## src/rtl/data_tap_sampler_if.sv

```systemverilog
// Record stream from the tap sampler to checkers/loggers.
// Head is held stable while rec_valid && !rec_ready.
interface data_tap_sampler_if #(
  parameter int CH_W   = 4,
  parameter int DATA_W = 32,
  parameter int TS_W   = 32
);
  logic              rec_valid;
  logic              rec_ready;
  logic [CH_W-1:0]   rec_channel;
  logic [DATA_W-1:0] rec_data;
  logic [TS_W-1:0]   rec_time;

  modport master (
    output rec_valid,
    output rec_channel,
    output rec_data,
    output rec_time,
    input  rec_ready
  );

  modport slave (
    input  rec_valid,
    input  rec_channel,
    input  rec_data,
    input  rec_time,
    output rec_ready
  );
endinterface

```

## src/rtl/data_tap_sampler.sv

```systemverilog
// Timestamped change/cycle capture of tapped channels into
// a record FIFO, gated by an arm/trigger/stop state machine.
module data_tap_sampler #(
  parameter int NUM_CH = 10,
  parameter int DATA_W = 32,
  parameter int DEPTH  = 16,
  parameter int TS_W   = 32,
  localparam int CH_W  = (NUM_CH > 1) ? $clog2(NUM_CH) : 1,
  localparam int LVL_W = $clog2(DEPTH) + 1
) (
  input  logic                     clock,
  input  logic                     reset_n,
  input  logic [NUM_CH*DATA_W-1:0] tap_data,
  input  logic [NUM_CH-1:0]        ch_enable,
  input  logic                     mode,
  input  logic                     arm,
  input  logic                     trigger,
  input  logic                     stop,
  data_tap_sampler_if.master       rec,
  output logic [1:0]               state,
  output logic [15:0]              lost_count,
  output logic [LVL_W-1:0]         fifo_level
);

  localparam int AW = $clog2(DEPTH);

  typedef enum logic [1:0] {
    S_IDLE    = 2'd0,
    S_ARMED   = 2'd1,
    S_CAPTURE = 2'd2,
    S_DRAIN   = 2'd3
  } state_e;

  typedef struct packed {
    logic [CH_W-1:0]   ch;
    logic [DATA_W-1:0] data;
    logic [TS_W-1:0]   ts;
  } rec_t;

  state_e            state_q, state_d;
  logic [TS_W-1:0]   ts_q;
  logic [DATA_W-1:0] shadow_q    [NUM_CH];
  logic [DATA_W-1:0] slot_data_q [NUM_CH];
  logic [TS_W-1:0]   slot_ts_q   [NUM_CH];
  logic [NUM_CH-1:0] pend_q, pend_d;
  logic [CH_W-1:0]   last_q;
  rec_t              mem_q [DEPTH];
  logic [AW-1:0]     wr_q, rd_q;
  logic [LVL_W-1:0]  lvl_q;
  logic [15:0]       lost_q, lost_d;

  logic [NUM_CH-1:0] ev;
  logic              gnt_vld;
  logic [CH_W-1:0]   gnt_idx;
  logic [CH_W:0]     cand;
  logic [5:0]        n_loss;
  logic [16:0]       lost_sum;
  logic              full, empty, push, pop;
  rec_t              head;

  assign full  = (lvl_q == LVL_W'(DEPTH));
  assign empty = (lvl_q == '0);
  assign push  = gnt_vld;
  assign pop   = !empty && rec.rec_ready;

  always_comb begin
    ev = '0;
    for (int i = 0; i < NUM_CH; i++) begin
      ev[i] = (state_q == S_CAPTURE) && ch_enable[i] &&
              (mode || (tap_data[i*DATA_W +: DATA_W] != shadow_q[i]));
    end
  end

  // Round-robin search starting one past the last granted channel.
  always_comb begin
    gnt_vld = 1'b0;
    gnt_idx = '0;
    cand    = '0;
    if (!full) begin
      for (int k = 0; k < NUM_CH; k++) begin
        cand = {1'b0, last_q} + (CH_W+1)'(k + 1);
        if (cand >= (CH_W+1)'(NUM_CH))
          cand = cand - (CH_W+1)'(NUM_CH);
        if (!gnt_vld && pend_q[cand[CH_W-1:0]]) begin
          gnt_vld = 1'b1;
          gnt_idx = cand[CH_W-1:0];
        end
      end
    end
  end

  always_comb begin
    pend_d = pend_q;
    n_loss = '0;
    for (int i = 0; i < NUM_CH; i++) begin
      if (gnt_vld && (gnt_idx == CH_W'(i)))
        pend_d[i] = 1'b0;
      if (ev[i]) begin
        if (pend_d[i])
          n_loss = n_loss + 6'd1;
        pend_d[i] = 1'b1;
      end
    end
  end

  always_comb begin
    lost_sum = {1'b0, lost_q} + 17'(n_loss);
    lost_d   = lost_sum[16] ? 16'hFFFF : lost_sum[15:0];
    if (state_q == S_IDLE && arm)
      lost_d = '0;
  end

  always_comb begin
    state_d = state_q;
    unique case (state_q)
      S_IDLE:    if (arm) state_d = S_ARMED;
      S_ARMED: begin
        if (stop)         state_d = S_IDLE;
        else if (trigger) state_d = S_CAPTURE;
      end
      S_CAPTURE: if (stop) state_d = S_DRAIN;
      S_DRAIN:   if (pend_q == '0 && empty) state_d = S_IDLE;
      default:   state_d = S_IDLE;
    endcase
  end

  always_ff @(posedge clock or negedge reset_n) begin
    if (!reset_n) begin
      state_q <= S_IDLE;
      ts_q    <= '0;
      pend_q  <= '0;
      last_q  <= CH_W'(NUM_CH - 1);
      wr_q    <= '0;
      rd_q    <= '0;
      lvl_q   <= '0;
      lost_q  <= '0;
      for (int i = 0; i < NUM_CH; i++) begin
        shadow_q[i]    <= '0;
        slot_data_q[i] <= '0;
        slot_ts_q[i]   <= '0;
      end
    end else begin
      state_q <= state_d;
      ts_q    <= ts_q + TS_W'(1);
      pend_q  <= pend_d;
      lost_q  <= lost_d;
      lvl_q   <= lvl_q + LVL_W'(push) - LVL_W'(pop);
      for (int i = 0; i < NUM_CH; i++) begin
        shadow_q[i] <= tap_data[i*DATA_W +: DATA_W];
        if (ev[i]) begin
          slot_data_q[i] <= tap_data[i*DATA_W +: DATA_W];
          slot_ts_q[i]   <= ts_q;
        end
      end
      if (push) begin
        wr_q   <= wr_q + AW'(1);
        last_q <= gnt_idx;
      end
      if (pop)
        rd_q <= rd_q + AW'(1);
    end
  end

  always_ff @(posedge clock) begin
    if (push)
      mem_q[wr_q] <= '{ch:   gnt_idx,
                       data: slot_data_q[gnt_idx],
                       ts:   slot_ts_q[gnt_idx]};
  end

  assign head            = mem_q[rd_q];
  assign rec.rec_valid   = !empty;
  assign rec.rec_channel = empty ? '0 : head.ch;
  assign rec.rec_data    = empty ? '0 : head.data;
  assign rec.rec_time    = empty ? '0 : head.ts;

  assign state      = state_q;
  assign lost_count = lost_q;
  assign fifo_level = lvl_q;

endmodule

```

## src/flat_wrapper.sv

```systemverilog
// flat-port wrapper written by rule: the top's interface ports become plain ports
module data_tap_sampler_flat 
#(
  parameter int NUM_CH = 10,
  parameter int DATA_W = 32,
  parameter int DEPTH  = 16,
  parameter int TS_W   = 32,
  localparam int CH_W  = (NUM_CH > 1) ? $clog2(NUM_CH) : 1,
  localparam int LVL_W = $clog2(DEPTH) + 1
)
  (clock, reset_n, tap_data, ch_enable, mode, arm, trigger, stop, state, lost_count, fifo_level, rec_rec_valid, rec_rec_channel, rec_rec_data, rec_rec_time, rec_rec_ready);
  data_tap_sampler_if #(.CH_W((4)), .DATA_W(DATA_W), .TS_W(TS_W)) rec_i ();
  input  logic clock;
  input  logic reset_n;
  input  logic [NUM_CH*DATA_W-1:0] tap_data;
  input  logic [NUM_CH-1:0] ch_enable;
  input  logic mode;
  input  logic arm;
  input  logic trigger;
  input  logic stop;
  output logic [1:0] state;
  output logic [15:0] lost_count;
  output logic [LVL_W-1:0] fifo_level;
  output wire logic [$bits(rec_i.rec_valid)-1:0] rec_rec_valid;
  output wire logic [$bits(rec_i.rec_channel)-1:0] rec_rec_channel;
  output wire logic [$bits(rec_i.rec_data)-1:0] rec_rec_data;
  output wire logic [$bits(rec_i.rec_time)-1:0] rec_rec_time;
  input wire logic [$bits(rec_i.rec_ready)-1:0] rec_rec_ready;
  assign rec_rec_valid = rec_i.rec_valid;
  assign rec_rec_channel = rec_i.rec_channel;
  assign rec_rec_data = rec_i.rec_data;
  assign rec_rec_time = rec_i.rec_time;
  assign rec_i.rec_ready = rec_rec_ready;
  data_tap_sampler #(.NUM_CH(NUM_CH), .DATA_W(DATA_W), .DEPTH(DEPTH), .TS_W(TS_W)) u_core (.clock(clock), .reset_n(reset_n), .tap_data(tap_data), .ch_enable(ch_enable), .mode(mode), .arm(arm), .trigger(trigger), .stop(stop), .rec(rec_i), .state(state), .lost_count(lost_count), .fifo_level(fifo_level));
endmodule
```

## config.mk

```make
export PLATFORM = sky130hd
export DESIGN_NAME = data_tap_sampler_flat
export DESIGN_NICKNAME = d
export VERILOG_FILES = /design/src/rtl/data_tap_sampler_if.sv /design/src/rtl/data_tap_sampler.sv /design/src/flat_wrapper.sv
export SDC_FILE = /design/constraint.sdc
export NUM_CORES = 2
export LEC_CHECK = 0
export ABC_CLOCK_PERIOD_IN_PS = 15850
export CAP_MARGIN = 40
export CORE_MARGIN = 1
export CORE_UTILIZATION = 45
export DETAILED_ROUTE_END_ITERATION = 6
export PLACE_DENSITY = 0.71
export SLEW_MARGIN = 10
export SYNTH_ARGS = -nofsm -noshare
export SYNTH_HDL_FRONTEND = slang
export SYNTH_SLANG_ARGS = --single-unit
```

## constraint.sdc

```tcl
create_clock -name clock -period 15.85 [get_ports clock]
set_input_delay 3.17 -clock clock [delete_from_list [all_inputs] [get_ports clock]]
set_output_delay 3.17 -clock clock [all_outputs]
set_load 0.05 [all_outputs]
```

Word-level counts from Yosys, hierarchy flattened
Memory sizes are Yosys's and may differ from the RTL's.
Index checks and enable logic that the tools add are counted.
{"block": "classes", "n_addsub": 35, "mul": 0, "n_div": 0, "magnitude_cmp": 21, "n_eq_ne": 27, "n_shift": 0, "n_mux": 130, "bitwise": 1, "reduce_logical": 67}
{"cell": "$ne A32 B32 Y1", "count": 10}
{"cell": "$bmux W32 S4", "count": 2}
{"cell": "$mux W32", "count": 6}
{"cell": "$mux W4", "count": 32}
{"cell": "$mux W6", "count": 19}
{"cell": "$add A6 B1 Y6 const B", "count": 9}
{"cell": "$mux W1", "count": 53}
{"cell": "$ge A5 B4 Y1 const B", "count": 10}
{"cell": "$lt A4 B5 Y1 const B", "count": 10}
{"cell": "$logic_and A1 B1 Y1", "count": 42}
{"cell": "$bmux W1 S4", "count": 10}
{"cell": "$sub A4 B4 Y4 const B", "count": 10}
{"cell": "$add A32 B1 Y32 const B", "count": 1}
{"cell": "$mux W16", "count": 2}
{"cell": "$add A4 B3 Y5 const B", "count": 4}
{"cell": "$add A16 B6 Y17", "count": 1}
{"cell": "$eq A4 B3 Y1 const B", "count": 4}
{"cell": "$add A4 B4 Y5 const B", "count": 3}
{"cell": "$add A4 B2 Y5 const B", "count": 2}
{"cell": "$logic_not A1 Y1", "count": 10}
{"cell": "$logic_not A10 Y1", "count": 1}
{"cell": "$logic_or A1 B1 Y1", "count": 10}
{"cell": "$mux W2", "count": 5}
{"cell": "$add A4 B1 Y4 const B", "count": 2}
{"cell": "19 further kinds", "count": 23}
{"block": "totals", "regBits": 1037, "latchBits": 0, "ram_bits": 1088, "romBits": 0, "output_inout_bits": 92, "mem_count": 1}
{"name": "u_core.mem_q", "words": 16, "word_bits": 68, "read_ports": 1, "rd_ports_with_merged_regs": 0, "write_ports": 1, "line": "data_tap_sampler.sv:47", "rtl": "rec_t mem_q [DEPTH];"}

Logic depth before layout (Yosys ltp)
{"block": "logic_depth", "ltp_word": 79, "mapped_depth": 65}

Worst setup path after synthesis
Ideal clock, no wire load.
{"block": "synth_path", "kind": "register to register", "from": "register u_core.last_q[0]", "to": "register u_core.lost_q[3], in the netlist u_core.lost_count[3]", "t_arrival_ns": 11.939, "setup_slack_ns": 3.758, "stages_incl_launch_ff": 65, "n_path_buf": 9, "cell_sequence": "dfstp_2 -> buf_6 -> buf_6 -> buf_2 -> inv_1 -> ha_1 -> buf_6 -> xnor2_2 -> inv_2 -> ha_1 -> inv_1 -> a211oi_2 -> a2111o_1 -> a211oi_1 -> a41o_1 -> nor2_1 -> o21ai_0 -> mux2_2 -> (+29 left out) -> o21a_1 -> inv_1 -> ha_1 -> nand2_1 -> or4b_1 -> mux2i_1 -> xnor2_1 -> ha_1 -> inv_1 -> o21bai_1 -> a21oi_1 -> nor2_1 -> and2_1 -> and4_1 -> clkbuf_1 -> nand2_1 -> clkbuf_1 -> a21oi_1"}
{"block": "synth_between", "elab_chain_len": 79, "elab_cells_between_ends": 181}
{"item": "start, declared", "line": "data_tap_sampler.sv:46", "rtl": "logic [CH_W-1:0] last_q;"}
{"item": "start signal, assigned", "line": "data_tap_sampler.sv:132", "rtl": "last_q <= CH_W'(NUM_CH - 1);"}
{"item": "start signal, assigned", "line": "data_tap_sampler.sv:157", "rtl": "last_q <= gnt_idx;"}
{"item": "$add A4 B1 Y5", "line": "data_tap_sampler.sv:81", "rtl": "cand = {1'b0, last_q} + (CH_W+1)'(k + 1);"}
{"item": "$sub A4 B4 Y4 or $ge A5 B4 Y1 (tied branches)", "line": "data_tap_sampler.sv:83, data_tap_sampler.sv:82"}
{"item": "$mux W4", "line": "data_tap_sampler.sv:82", "rtl": "if (cand >= (CH_W+1)'(NUM_CH))"}
{"item": "$mux W4", "line": "data_tap_sampler.sv:79", "rtl": "if (!full) begin"}
{"item": "$bmux W1 S4", "line": "data_tap_sampler.sv:84", "rtl": "if (!gnt_vld && pend_q[cand[CH_W-1:0]]) begin"}
{"item": "$mux W1 (not written as such)", "line": "data_tap_sampler.sv:84"}
{"item": "$mux W1", "line": "data_tap_sampler.sv:84"}
{"item": "$mux W1", "line": "data_tap_sampler.sv:79"}
{"item": "(+64 left out)"}
{"item": "$mux W6", "line": "data_tap_sampler.sv:98", "rtl": "if (ev[i]) begin"}
{"item": "$add A6 B1 Y6", "line": "data_tap_sampler.sv:100", "rtl": "n_loss = n_loss + 6'd1;"}
{"item": "$mux W6", "line": "data_tap_sampler.sv:99", "rtl": "if (pend_d[i])"}
{"item": "$mux W6 *", "line": "data_tap_sampler.sv:98"}
{"item": "$add A16 B6 Y17 *", "line": "data_tap_sampler.sv:107", "rtl": "lost_sum = {1'b0, lost_q} + 17'(n_loss);"}
{"item": "$mux W16 *", "line": "data_tap_sampler.sv:108", "rtl": "lost_d = lost_sum[16] ? 16'hFFFF : lost_sum[15:0];"}
{"item": "$mux W16 *", "line": "data_tap_sampler.sv:109", "rtl": "if (state_q == S_IDLE && arm)"}
{"item": "named net u_core.lost_d[3]", "line": "data_tap_sampler.sv:50", "rtl": "logic [15:0] lost_q, lost_d;"}
{"item": "end signal, assigned", "line": "data_tap_sampler.sv:146", "rtl": "lost_q <= lost_d;"}
{"item": "end, declared", "line": "data_tap_sampler.sv:50"}
The timed path passes the listed nets; every way through them passes the cells marked *. The select of a mux whose other input is x is not followed.
A chain may end at the register's enable or synchronous reset.

Worst setup path in the final report
{"block": "layout_path", "from": "register u_core.last_q[0]", "to": "register u_core.lost_q[0], in the netlist u_core.lost_count[0]"}
The elaborated chain is that of the path after synthesis.

==> results by stage <==
Status:
- The flow ran to the end, and the final reports show no timing, DRC or antenna violations.

Timing:
- For this run, the top clock speed supported by timing is 0.0761 GHz.
- The setup clock skew after layout is 0.0742 ns.
- Setup repair after global routing left no endpoint under its margin.
- Adding up every negative setup slack in the final design gives 0 ns.
- The total of endpoints with negative setup slack in the final report is 0.
- The worst pin sits at a relative slew slack of 28.4%.
- At the pin with the least slew margin, the transition time is 1.07 ns.
- The max-slew violation count is 0.
- The final period demand of the worst path is 13.13 ns.
- The hold violation count in the final report came to 0.
- The part of the cycle the worst path needs is 82.9%.

Worst setup path:
- In this design, the critical path's most frequently occurring cell is sky130_fd_sc_hd__ha_1.
- STA puts the critical path data arrival time at 13.87 ns.
- STA classifies the critical path endpoint as a flip-flop.
- On the critical path, the stage with the largest delay is an instance of sky130_fd_sc_hd__ha_1.
- The slack of the worst reg-to-reg path is 2.72 ns.
- The maximum single-stage delay on the critical path is 0.61 ns.
- The startpoint type of the worst setup path is a flip-flop.
- The data required time at the worst endpoint is 16.58 ns.
- By startpoint and endpoint, the worst setup path is classified as flip-flop to flip-flop.
- Of all nets on the critical path, the largest fanout is 41.

Clock tree:
- The total CTS buffers is 212.
- Post-CTS repair changed the size of 0 cells.
- The post-CTS repair timing setup buffer count is 0.
- The clock insertion delay at the later pin of the skew report is 0.89 ns.
- The H-tree was split into 4 levels.
- TritonCTS built the clock tree.
- The clock edge transition at the registers on the reported setup and hold paths is 0.06 ns.
- The tree is rooted in a sky130_fd_sc_hd__clkbuf_16.
- For this design, the CTS-stage hold fixing added 0 buffers.
- Clock tree synthesis found a total of 2125 sinks.
- In this run the deepest clock path goes through 3 buffers.

Synthesis:
- The synthesized net count is 6362.
- The cell accounting for the most synthesized area is sky130_fd_sc_hd__edfxtp_1.
- Yosys mapped a number of flops with a built-in enable equal to 1088.
- The async set-or-reset flop fraction in the synthesized netlist is 48.8%.
- Synthesis handed over a netlist of 5973 instances.
- The average size of a mapped cell is 15.1 sq um.
- Ranked by total cell area, the synthesized netlist is headed by sky130_fd_sc_hd__edfxtp_1 36%, sky130_fd_sc_hd__dfrtp_1 29%, sky130_fd_sc_hd__mux4_2 8.6%, sky130_fd_sc_hd__mux2_2 8.1%, sky130_fd_sc_hd__nand2_1 3.8%.
- The count of warnings emitted by yosys is 0.
- The cell area that synthesis handed to floorplanning was 90200 sq um.
- The share of the synthesized area in the top cell type is 36.2%.
- Among all flip-flop cells after synthesis, the most frequent one is sky130_fd_sc_hd__edfxtp_1.
- For this run, the register share of the synthesized area comes to 65.0%.
- The synthesized design contains 2125 register bits.
- The synthesized netlist contains 113 unique library cells.

Die:
- The effective utilization at floorplan is 45.5%.
- The placeable core region is 198000 sq um.
- The placement row count is 163.
- The die is 450 um tall.
- The chip width is 450 um.
- The die covers 202000 sq um.
- In this run the count of I/O pins placed on the die edge is 429.

Cells and area:
- Summing all multi-input logic gate instances after layout gives 30100 sq um.
- The share of post-route cells with drive strength above 1 is 23.2%.
- The area taken by flip-flops and latches is 58600 sq um.
- The area added between synthesis and finish is 16.5%.
- After filler insertion, the fill cell instance count of the layout stands at 15.9k.
- The number of nets in the final layout is 6779.

Place:
- The final estimated routing congestion in global placement is 0.920.
- Buffers placed on the I/O ports in this run total 428.
- Summed over all nets, the half-perimeter wirelength after detailed placement is 162000 um.

Route:
- After detailed routing, the number of remaining DRC violations is 0.
- Dividing the detail-routed via count by the number of cells gives 5.83.
- The count of routing violations after the opening detailed-route iteration is 5469.
- Before antenna repair, the detailed router went through 5 iterations.
- The via count is 53.8k.
- The detail route stage leaves a number of antenna-violating nets equal to 0.
- The detailed-route wire length per cell is 27.4 um.
- The overall routed net length is 253000 um.

Global route:
- The total overflow left after global routing is 0.
- The initial antenna violation count came to 45.
- The first global-routing pass estimated 372000 um of wire.
- The largest net degree at the start of global routing is 176.
- The number of global-route vias before repair is 55.0k.
- For this run, the total global-route usage over all layers was measured as 24.9%.

Run:
- The number of maximum-capacitance constraint violations is 0.

Hold path:
- The type of the worst min-delay path is flip-flop to flip-flop.
==> worst paths after layout <==
path                                      start                    end  depth (start not counted)
max                            u_core.last_q[0]   u_core.lost_count[0]                         57
min                        u_core.slot_ts_q[44]   u_core.slot_ts_q[44]                          1
max reg2reg                    u_core.last_q[0]   u_core.lost_count[0]                         57
min reg2reg                u_core.slot_ts_q[44]   u_core.slot_ts_q[44]                          1
max in group asynchronous               reset_n  u_core.slot_ts_q[173]                          5
min in group asynchronous               reset_n   u_core.shadow_q[263]                          1
==> per-stage QoR <==
| step | utilization [%] | std cells | area [sq um] | hold slack [ns] | setup slack, ns |
|---|---|---|---|---|---|
| 2_1_floorplan | - | 5973 | 90200 | 0.478 | 3.76 |
| 3_3_place_gp | 49.1 | 8780 | 97300 | 0.489 | 3.01 |
| 3_5_place_dp | 49.5 | 8811 | 98000 | 0.495 | 2.97 |
| 4_1_cts | 53.0 | 9197 | 105000 | 0.508 | 2.86 |
| 5_1_grt | 53.0 | 9210 | 105000 | 0.512 | 1.74 |
| 6_report | 53.0 | 9217 | 105000 | 0.504 | 2.72 |
==> Yosys cell counts, types with 77 or more instances <==
cell / count
sky130_fd_sc_hd__a21oi_1: 122
sky130_fd_sc_hd__a31oi_1: 77
sky130_fd_sc_hd__and2_1: 83
sky130_fd_sc_hd__and3_1: 147
sky130_fd_sc_hd__clkbuf_1: 290
sky130_fd_sc_hd__dfrtp_1: 1035
sky130_fd_sc_hd__edfxtp_1: 1088
sky130_fd_sc_hd__mux2_2: 651
sky130_fd_sc_hd__mux4_2: 344
sky130_fd_sc_hd__nand2_1: 918
sky130_fd_sc_hd__xnor2_1: 169
sky130_fd_sc_hd__xor2_1: 227
==> worst max-delay path, delay by kind of cell, from the launching register on <==
kind	cells	cell delay [ns]
buffers and inverters	9	1.52
XOR/XNOR	3	0.56
flip-flops	1	0.53
AND/OR/NAND/NOR	13	2.82
multiplexers	1	0.17
adder cells (fa/ha/maj)	12	3.66
AO/OA/AOI/OAI	19	3.68
==> state kept, by name (all words and copies together) (netlist names), named ones only <==
| name | cells |
|---|---|
| u_core.mem_q | 1088 |
| u_core.state | 1 |
| u_core.last_q | 4 |
| u_core.slot_data_q | 320 |
| u_core.rd_q | 4 |
| u_core.slot_ts_q | 320 |
| u_core.lost_count | 16 |
| u_core.shadow_q | 320 |
| u_core.ts_q | 32 |
| u_core.fifo_level | 5 |
| u_core.wr_q | 4 |
| u_core.pend_q | 10 |
==> cell families (layout without fill, tap and decap cells) <==
logic type / after synthesis / count (layout) / synth area share (%)
AND/OR/NAND/NOR: 1492 / 1492 / 7.64
multiplexers: 1016 / 1016 / 17.0
other: 0 / 15 / 0
adder cells (fa/ha/maj): 52 / 52 / 0.746
XOR/XNOR: 405 / 405 / 4.03
buffers and inverters: 413 / 1002 / 1.88
flip-flops: 2125 / 2125 / 65.0
AO/OA/AOI/OAI: 470 / 470 / 3.74
==> cells in the final DEF (no fill, tap or decap), types with 23 or more instances in the layout <==
cell | Yosys | layout
sky130_fd_sc_hd__a311oi_1 | 65 | 65
sky130_fd_sc_hd__o21ai_0 | 44 | 44
sky130_fd_sc_hd__nor2_1 | 65 | 53
sky130_fd_sc_hd__ha_1 | 49 | 49
sky130_fd_sc_hd__nor3_1 | 36 | 32
sky130_fd_sc_hd__buf_4 | 4 | 87
sky130_fd_sc_hd__clkdlybuf4s50_1 | 0 | 427
sky130_fd_sc_hd__a21oi_1 | 122 | 118
sky130_fd_sc_hd__clkbuf_1 | 290 | 52
sky130_fd_sc_hd__and2_1 | 83 | 83
sky130_fd_sc_hd__nand3_1 | 46 | 46
sky130_fd_sc_hd__edfxtp_1 | 1088 | 1088
sky130_fd_sc_hd__clkinv_2 | 1 | 28
sky130_fd_sc_hd__nand2_1 | 918 | 918
sky130_fd_sc_hd__inv_1 | 52 | 52
sky130_fd_sc_hd__xnor2_1 | 169 | 169
sky130_fd_sc_hd__mux4_2 | 344 | 344
sky130_fd_sc_hd__mux2_2 | 651 | 651
sky130_fd_sc_hd__dfrtp_1 | 1035 | 1031
sky130_fd_sc_hd__nand4_1 | 52 | 52
sky130_fd_sc_hd__clkinv_1 | 1 | 30
sky130_fd_sc_hd__and3_1 | 147 | 143
sky130_fd_sc_hd__xor2_1 | 227 | 227
sky130_fd_sc_hd__clkbuf_8 | 0 | 23
sky130_fd_sc_hd__a31oi_1 | 77 | 76
sky130_fd_sc_hd__nor4_1 | 61 | 60
sky130_fd_sc_hd__clkbuf_16 | 0 | 213
==> layer usage <==
metal,wire length (um),global-route usage [%],vias to the layer above
li1,-,-,23000
met1,101000,32.6,28300
met2,126000,41.3,1979
met3,15200,4.36,475
met4,10100,9.88,50
met5,318,0,-
==> area by class of cell <==
class | instances | area share, %
diodes | 15 | 0.0357
clock buffers | 288 | 5.56
clock inverters | 98 | 1.10
inverters | 60 | 0.230
multi-input cells | 3435 | 28.6
flip-flops and latches | 2125 | 55.8
well taps | 2640 | 3.14
repair buffers | 556 | 5.53
Power is not shown: default switching activity piles up to over one toggle a cycle in this logic, so the estimate is an artifact.
